--- config.mk ---
export PLATFORM = sky130hd
export DESIGN_NAME = debug_reg_dumper
export DESIGN_NICKNAME = d
export VERILOG_FILES = /design/src/rtl/debug_reg_dumper_pkg.sv /design/src/rtl/debug_reg_dumper_word_serializer.sv /design/src/rtl/debug_reg_dumper.sv
export SDC_FILE = /design/constraint.sdc
export NUM_CORES = 1
export LEC_CHECK = 0
export CORE_ASPECT_RATIO = 0.75
export CORE_MARGIN = 3
export CORE_UTILIZATION = 52
export DETAILED_ROUTE_END_ITERATION = 8
export PLACE_DENSITY_LB_ADDON = 0.08
export SYNTH_ARGS = -nofsm -noshare
export SYNTH_HDL_FRONTEND = slang
export SYNTH_SLANG_ARGS = --single-unit
--- constraint.sdc ---
create_clock -name i_clock -period 4.2 [get_ports i_clock]
set_input_delay 0.84 -clock i_clock [delete_from_list [all_inputs] [get_ports i_clock]]
set_output_delay 0.84 -clock i_clock [all_outputs]
set_load 0.02 [all_outputs]
--- src/rtl/debug_reg_dumper_pkg.sv ---
// Shared definitions for the debug register dumper: FSM state encodings,
// default geometry and index-width helper.
package debug_reg_dumper_pkg;

  typedef enum logic [2:0] {
    DMP_IDLE    = 3'd0,
    DMP_ADDR    = 3'd1,
    DMP_LATCH   = 3'd2,
    DMP_SEND    = 3'd3,
    DMP_WAIT_TX = 3'd4,
    DMP_DONE    = 3'd5
  } dmp_state_e;

  localparam int NB_DATA_DEF    = 32;
  localparam int NB_BYTE_DEF    = 8;
  localparam int BYTES_PER_WORD = NB_DATA_DEF / NB_BYTE_DEF;

  // Counter width able to hold 0..n-1, never narrower than one bit.
  function automatic int idx_width(input int n);
    return (n > 1) ? $clog2(n) : 1;
  endfunction

endpackage

--- src/rtl/debug_reg_dumper_word_serializer.sv ---
// Word latch plus byte index: presents the latched register word one byte at
// a time, least-significant byte first.
module debug_reg_dumper_word_serializer
  import debug_reg_dumper_pkg::*;
#(
  parameter int NB_DATA = NB_DATA_DEF,
  parameter int NB_BYTE = NB_BYTE_DEF
) (
  input  logic               i_clock,
  input  logic               i_reset,
  input  logic [NB_DATA-1:0] word_i,
  input  logic               latch_i,
  input  logic               advance_i,
  output logic [NB_BYTE-1:0] byte_o,
  output logic               last_o
);

  localparam int BPW    = NB_DATA / NB_BYTE;
  localparam int NB_IDX = idx_width(BPW);
  localparam logic [NB_IDX-1:0] LAST_IDX = NB_IDX'(BPW - 1);

  logic [NB_DATA-1:0] word_q, word_d;
  logic [NB_IDX-1:0]  byte_q, byte_d;

  always_comb begin
    word_d = word_q;
    byte_d = byte_q;
    if (latch_i) begin
      word_d = word_i;
      byte_d = '0;
    end else if (advance_i) begin
      byte_d = byte_q + 1'b1;
    end
  end

  // NOTE: the word latch is a plain register, not a memory, and it is reset
  // because its contents are visible on o_tx_data straight out of reset.
  always_ff @(posedge i_clock) begin
    if (i_reset) begin
      word_q <= '0;
      byte_q <= '0;
    end else begin
      word_q <= word_d;
      byte_q <= byte_d;
    end
  end

  assign byte_o = word_q[int'(byte_q)*NB_BYTE +: NB_BYTE];
  assign last_o = (byte_q == LAST_IDX);

endmodule

--- src/rtl/debug_reg_dumper.sv ---
// Debug register dumper: walks registers 0..N_REGS-1 through the decode-stage
// debug read port and streams each word out as bytes over a TX handshake.
module debug_reg_dumper
  import debug_reg_dumper_pkg::*;
#(
  parameter int NB_DATA      = NB_DATA_DEF,
  parameter int NB_REG       = 5,
  parameter int N_REGS       = 32,
  parameter int NB_BYTE      = NB_BYTE_DEF,
  parameter int READ_LATENCY = 1
) (
  input  logic               i_clock,
  input  logic               i_reset,
  input  logic               i_start,
  input  logic [NB_DATA-1:0] i_reg_data,
  input  logic               i_tx_done,
  output logic [NB_REG-1:0]  o_br_addr,
  output logic               o_br_enable,
  output logic [NB_BYTE-1:0] o_tx_data,
  output logic               o_tx_start,
  output logic               o_busy,
  output logic               o_done
);

  localparam int NB_WAIT = idx_width(READ_LATENCY + 1);
  localparam logic [NB_WAIT-1:0] WAIT_MAX = NB_WAIT'(READ_LATENCY);
  localparam logic [NB_REG-1:0]  LAST_REG = NB_REG'(N_REGS - 1);

  dmp_state_e         state_q, state_d;
  logic [NB_REG-1:0]  reg_q, reg_d;
  logic [NB_WAIT-1:0] wait_q, wait_d;

  logic              last_byte;
  logic              ser_latch;
  logic              ser_advance;
  logic              busy_d;
  logic              tx_start_d;
  logic              done_d;
  logic [NB_REG-1:0] br_addr_d;

  // NOTE: sequential state uses non-blocking assignments so every register
  // samples pre-edge values, regardless of process ordering.
  always_ff @(posedge i_clock) begin
    if (i_reset) begin
      state_q <= DMP_IDLE;
      reg_q   <= '0;
      wait_q  <= '0;
    end else begin
      state_q <= state_d;
      reg_q   <= reg_d;
      wait_q  <= wait_d;
    end
  end

  // NOTE: every variable gets a default before the case, so no path can
  // leave one unassigned and infer a latch.
  always_comb begin
    state_d = state_q;
    reg_d   = reg_q;
    wait_d  = wait_q;
    case (state_q)
      DMP_IDLE: begin
        if (i_start) begin
          state_d = DMP_ADDR;
          reg_d   = '0;
          wait_d  = '0;
        end
      end
      // Address is held READ_LATENCY extra cycles so the bank data has settled.
      DMP_ADDR: begin
        if (wait_q == WAIT_MAX) state_d = DMP_LATCH;
        else                    wait_d  = wait_q + 1'b1;
      end
      DMP_LATCH: state_d = DMP_SEND;
      DMP_SEND:  state_d = DMP_WAIT_TX;
      DMP_WAIT_TX: begin
        if (i_tx_done) begin
          if (!last_byte) begin
            state_d = DMP_SEND;
          end else if (reg_q == LAST_REG) begin
            state_d = DMP_DONE;
          end else begin
            state_d = DMP_ADDR;
            reg_d   = reg_q + 1'b1;
            wait_d  = '0;
          end
        end
      end
      DMP_DONE: state_d = DMP_IDLE;
      default:  state_d = DMP_IDLE;
    endcase
  end

  // Outputs are decoded from the next state and registered, so they line up
  // with state_q without any combinational path to the ports.
  always_comb begin
    busy_d     = (state_d != DMP_IDLE);
    br_addr_d  = busy_d ? reg_d : '0;
    tx_start_d = (state_d == DMP_SEND);
    done_d     = (state_d == DMP_DONE);
  end

  always_ff @(posedge i_clock) begin
    if (i_reset) begin
      o_br_addr   <= '0;
      o_br_enable <= 1'b0;
      o_busy      <= 1'b0;
      o_tx_start  <= 1'b0;
      o_done      <= 1'b0;
    end else begin
      o_br_addr   <= br_addr_d;
      o_br_enable <= busy_d;
      o_busy      <= busy_d;
      o_tx_start  <= tx_start_d;
      o_done      <= done_d;
    end
  end

  assign ser_latch   = (state_q == DMP_LATCH);
  assign ser_advance = (state_q == DMP_WAIT_TX) && i_tx_done && !last_byte;

  debug_reg_dumper_word_serializer #(
    .NB_DATA (NB_DATA),
    .NB_BYTE (NB_BYTE)
  ) u_serializer (
    .i_clock   (i_clock),
    .i_reset   (i_reset),
    .word_i    (i_reg_data),
    .latch_i   (ser_latch),
    .advance_i (ser_advance),
    .byte_o    (o_tx_data),
    .last_o    (last_byte)
  );

endmodule

# Yosys cells after proc, flatten, opt, wreduce, memory -nomap -nowiden
# Cells that the tools add are included.
# word_totals
reg_bits	51
word_cells	52
out_inout_bits	17
input_bits	36
# classes
eq_ne	12
addsub	3
reduce_logical	9
mux	17
bitwise	1
shifts	1
# op_table
cell	n
$shiftx A32 B6 Y8	1
$mux W5	4
$mux W3	5
$pmux W3 S5	1
$pmux W5 S2	1
$eq A3 B2 Y1 const B	3
$ne A2 B2 Y1 const B	4
$eq A3 B3 Y1 const B	2
$reduce_bool A3 Y1	2
$add A5 B1 Y5 const B	1
$eq A5 B5 Y1 const B	1
$mux W1	5
$reduce_and A5 Y1	1
$reduce_or A2 Y1	2
$eq A3 B1 Y1 const B	1
$logic_not A3 Y1	1
$pmux W1 S3	1
$add A2 B1 Y2 const B	1
$eq A2 B2 Y1 const B	1
$logic_and A1 B1 Y1	2
$add A1 B1 Y1 const B	1
$logic_not A1 Y1	1
$not A1 Y1	1

# Longest topological paths before layout
# depth
depth_word	8
depth_mapped	6
ltp_nobuf	5

# Modules after synthesis
# Synthesis repeated with hierarchy kept, for this count alone.
# unflattened
hier_cells	201
area_unflattened_um2	2197.1
# by_module_without_submodules
mod	seq_area_each_um2	cells_per_inst	instances	area_each_um2
debug_reg_dumper_word_serializer	680.7	121	1	1417.6
debug_reg_dumper	340.3	80	1	779.5

# Least setup slack after synthesis
# Ideal clock, no wire load.
# synth_path
kind	register to output
from	reg u_serializer.byte_q[0]
to	out o_tx_data[0]
t_required_ps	3360
arrival_ps	1169
setup_slack_ps	2191
n_path_buf	1
path_stages_with_launch	3
path_cell_list	dfxtp_1 buf_2 mux4_2
# synth_via
elab_chain_len	1
# synth_lines
item	line_no	text
start, declared	debug_reg_dumper_word_serializer.sv:23	logic [NB_IDX-1:0] byte_q, byte_d;
start signal, assigned	debug_reg_dumper_word_serializer.sv:44	byte_q <= byte_d;
$shiftx A32 B6 Y8	debug_reg_dumper_word_serializer.sv:48	assign byte_o = word_q[int'(byte_q)*NB_BYTE +: NB_BYTE];
end, declared	debug_reg_dumper.sv:19	output logic [NB_BYTE-1:0] o_tx_data,
# Every way passes these cells.

# Worst setup path after layout
# layout_path
from	reg u_serializer.byte_q[0]
to	out o_tx_data[3]
# The elaborated chain is that of the path after synthesis.

==> summary.txt <==
========================================================================================
Outcome ...................................................................    completed
Slowest-stage cell, CP .................................................... sky130_fd_sc_hd__dfxtp_1
Global-route wire length before repair ....................................      7310 um
Antenna violations before repair ..........................................            0
Setup repair after global routing missed its margin .......................        false
Overall global routing resource usage .....................................        0.198
Clk root buf .............................................................. sky130_fd_sc_hd__clkbuf_8
Average instance area after synthesis .....................................     9.09 um2
Most frequent cell after synthesis ........................................ sky130_fd_sc_hd__nand2_1
Worst-case clock buffer depth .............................................            2
Leak pwr ..................................................................     0.963 nW
Last weighted congestion value of the routability-driven placer ...........        0.836
Total core area ...........................................................     3800 um2
Worst clock skew ..........................................................   0.00875 ns
Dpl cells .................................................................          325
Clock tree from TritonCTS .................................................         done
Post-route minimum period .................................................      3.07 ns
Total half-perimeter wirelength after legalization and detailed placement .      3160 um
Grt ovf ...................................................................            0
Die span in x .............................................................      80.0 um
Power density over cell area ..............................................   358 nW/um2
Post-layout total power ...................................................      1.00 mW
Instance count of the mapped netlist ......................................          235
Htree depth ...............................................................            2
Number of global-route vias before repair .................................         1559
# DRC .....................................................................            0
Post-synth EDFFs ..........................................................            0
Worst vdd ir ..............................................................       354 uV
Final critical-path setup slack ...........................................      1.13 ns
Yosys Warn Count ..........................................................            0
Maximum clock rate ........................................................      326 MHz
Antenna diode instance count ..............................................            0
Vias per inst .............................................................         5.31
Starting density of the core ..............................................        0.562
Placed Instance Area ......................................................     2660 um2
Critical path fanouts, max ................................................           10
Maximum number of pins on one net before global-route repair ..............           41
Part of the cycle the worst path needs ....................................        0.731
Top flip-flop cell by instance count after synthesis ...................... sky130_fd_sc_hd__dfxtp_1
Layout-stage area growth over the synthesis result ........................        30.9%
Worst Hold Path Cells .....................................................            2
Number of buffers inserted by hold repair at cts ..........................            0
Final wirelength ..........................................................      4610 um
Sort of element at the start of the critical path .........................     register
Worst Path Required .......................................................      3.36 ns
Post-Layout Inst Area .....................................................     2800 um2
Slew HR ...................................................................        0.284
Sort of element at the end of the critical path ...........................  output port
Most numerous cell types in the synthesized netlist ....................... 66 x sky130_fd_sc_hd__nand2_1, 51 x sky130_fd_sc_hd__dfxtp_1, 34 x sky130_fd_sc_hd__a21oi_1
Worst setup slack before clock tree synthesis .............................      1.46 ns
Detailed-route via count ..................................................         1768
Slew at the pin closest to its max-slew limit .............................      1.07 ns
Post-synth net total ......................................................          273
Floorplan die area ........................................................     4920 um2
Area share of the largest cell type after synthesis .......................        0.478
Bufs and invs on worst path ...............................................            1
Post-CTS setup buffers ....................................................            0
Worst r2r path cells ......................................................            4
Number of nets with antenna violations after routing ......................            0
Final Net Count ...........................................................          318
Cell class contributing the biggest share of worst-path delay .............   flip-flops
Proportion of layout cells with a drive suffix above 1 ....................        0.103
Average routed wire per standard cell .....................................      13.8 um
Count of clock tree sinks .................................................           51
Fill cell total of the finished layout ....................................          294
Hold violation count in the final report ..................................            0
Post-Route Setup TNS ......................................................         0 ns
TritonCTS Buffers .........................................................            5
Input/output buffers ......................................................           52
Length of the first detailed-routing pass in iterations ...................            4
Final worst hold slack ....................................................     0.458 ns
Yosys reg bits ............................................................           51
Category of the most critical setup path .................................. register to output port
Biggest area contributors in the synthesized netlist ...................... sky130_fd_sc_hd__dfxtp_1 48%, sky130_fd_sc_hd__nand2_1 12%, sky130_fd_sc_hd__mux4_2 8.4%
Synth Cell Area ...........................................................     2140 um2
Row Count .................................................................           19
Async set or reset register ratio after synthesis .........................            0
Fin util ..................................................................        0.735
Count of cell instances traversed by the critical path ....................            2
Final non-filler cell total ...............................................          333
Clock latency on the worst-skew pair ......................................      0.31 ns
Largest incremental delay on the critical path ............................      0.75 ns
Min-delay worst type ...................................................... register to register
Max-cap violation count ...................................................            0
Die span in y .............................................................      61.5 um
Final setup violating endpoints ...........................................            0
Post-synthesis cell type count ............................................           45
# resized after CTS .......................................................            0
Post-synthesis cell type with the largest combined area ................... sky130_fd_sc_hd__dfxtp_1
Fin. max-slew vios ........................................................            0
Crit path DAT .............................................................      2.23 ns
Initial DRC Count .........................................................          112
Number of placed I/O pins .................................................           53
Reg clk slew, reported paths ..............................................      0.09 ns
Cells traversed along the worst timing path ............................... mux4_2 > clkdlybuf4s50_1
Sequential-to-total area share from yosys stat ............................        0.478
========================================================================================
==> final timing paths <==
check | start | end | slack, ns
max | u_serializer.byte_q[0]$_SDFFE_PP0P_ | o_tx_data[3] | 1.13
min | u_serializer.word_q[28]$_SDFFE_PP0P_ | u_serializer.word_q[28]$_SDFFE_PP0P_ | 0.46
max reg2reg | state_q[2]$_SDFF_PP0_ | o_br_addr[2]$_SDFF_PP0_ | 1.86
min reg2reg | u_serializer.word_q[28]$_SDFFE_PP0P_ | u_serializer.word_q[28]$_SDFFE_PP0P_ | 0.46
==> registers in the layout (all words and copies together) (netlist names) <==
register / count
o_br_addr: 5
o_busy: 1
o_done: 1
o_tx_start: 1
reg_q: 5
state_q: 3
u_serializer.byte_q: 2
u_serializer.word_q: 32
wait_q: 1
==> final cells by class <==
class	count	area [um2]	share of cell area
repair buffers	54	536	0.191
flip-flops and latches	51	1020	0.365
inverters	3	11.3	0.00403
clock inverters	3	67.6	0.0242
multi-input cells	165	1030	0.367
well taps	52	65.1	0.0233
clock buffers	5	68.8	0.0246
==> worst register-to-register path, delay by kind of cell, from the launching register on <==
family          cells  cell delay [ns]
flops               1             0.50
compound gates      2             0.33
simple gates        2             1.35
==> layout by cell type, fill, tap and decap left out, types with 2 or more instances in the layout <==
cell and n:
sky130_fd_sc_hd__nand2_1 66, sky130_fd_sc_hd__dfxtp_1 51, sky130_fd_sc_hd__mux2i_1 2, sky130_fd_sc_hd__or2_2 2, sky130_fd_sc_hd__a211oi_1 2, sky130_fd_sc_hd__mux4_2 8, sky130_fd_sc_hd__clkdlybuf4s50_1 52, sky130_fd_sc_hd__bufinv_16 2
sky130_fd_sc_hd__a21oi_1 34, sky130_fd_sc_hd__buf_4 2, sky130_fd_sc_hd__clkbuf_8 5, sky130_fd_sc_hd__nand2b_1 2, sky130_fd_sc_hd__a21boi_0 2, sky130_fd_sc_hd__and2b_1 2, sky130_fd_sc_hd__nor2_1 11, sky130_fd_sc_hd__nor3_1 2
sky130_fd_sc_hd__o21ai_0 3, sky130_fd_sc_hd__inv_1 3, sky130_fd_sc_hd__and3_1 2, sky130_fd_sc_hd__ha_1 2
==> kinds of logic after synthesis <==
group                    share of synthesized area
AND/OR/NAND/NOR                              0.217
AO/OA/AOI/OAI                                0.147
flip-flops                                   0.478
buffers and inverters                       0.0416
multiplexers                                 0.101
adder cells (fa/ha/maj)                     0.0117
XOR/XNOR                                   0.00410
==> metal layers <==
| metal | track usage | wire length, um |
|---|---|---|
| met5 | 0 | 0 |
| met2 | 0.279 | 1980 |
| met4 | 0.0843 | 65 |
| met3 | 0.0512 | 303 |
| met1 | 0.287 | 2260 |
==> power by group <==
part	total [mW]	internal [mW]	switching, mW
Combinational	0.100	0.0538	0.0465
Clock	0.398	0.237	0.161
Sequential	0.502	0.494	0.00809
Total	1.00	0.785	0.215
(Power assumes the default switching activity.)
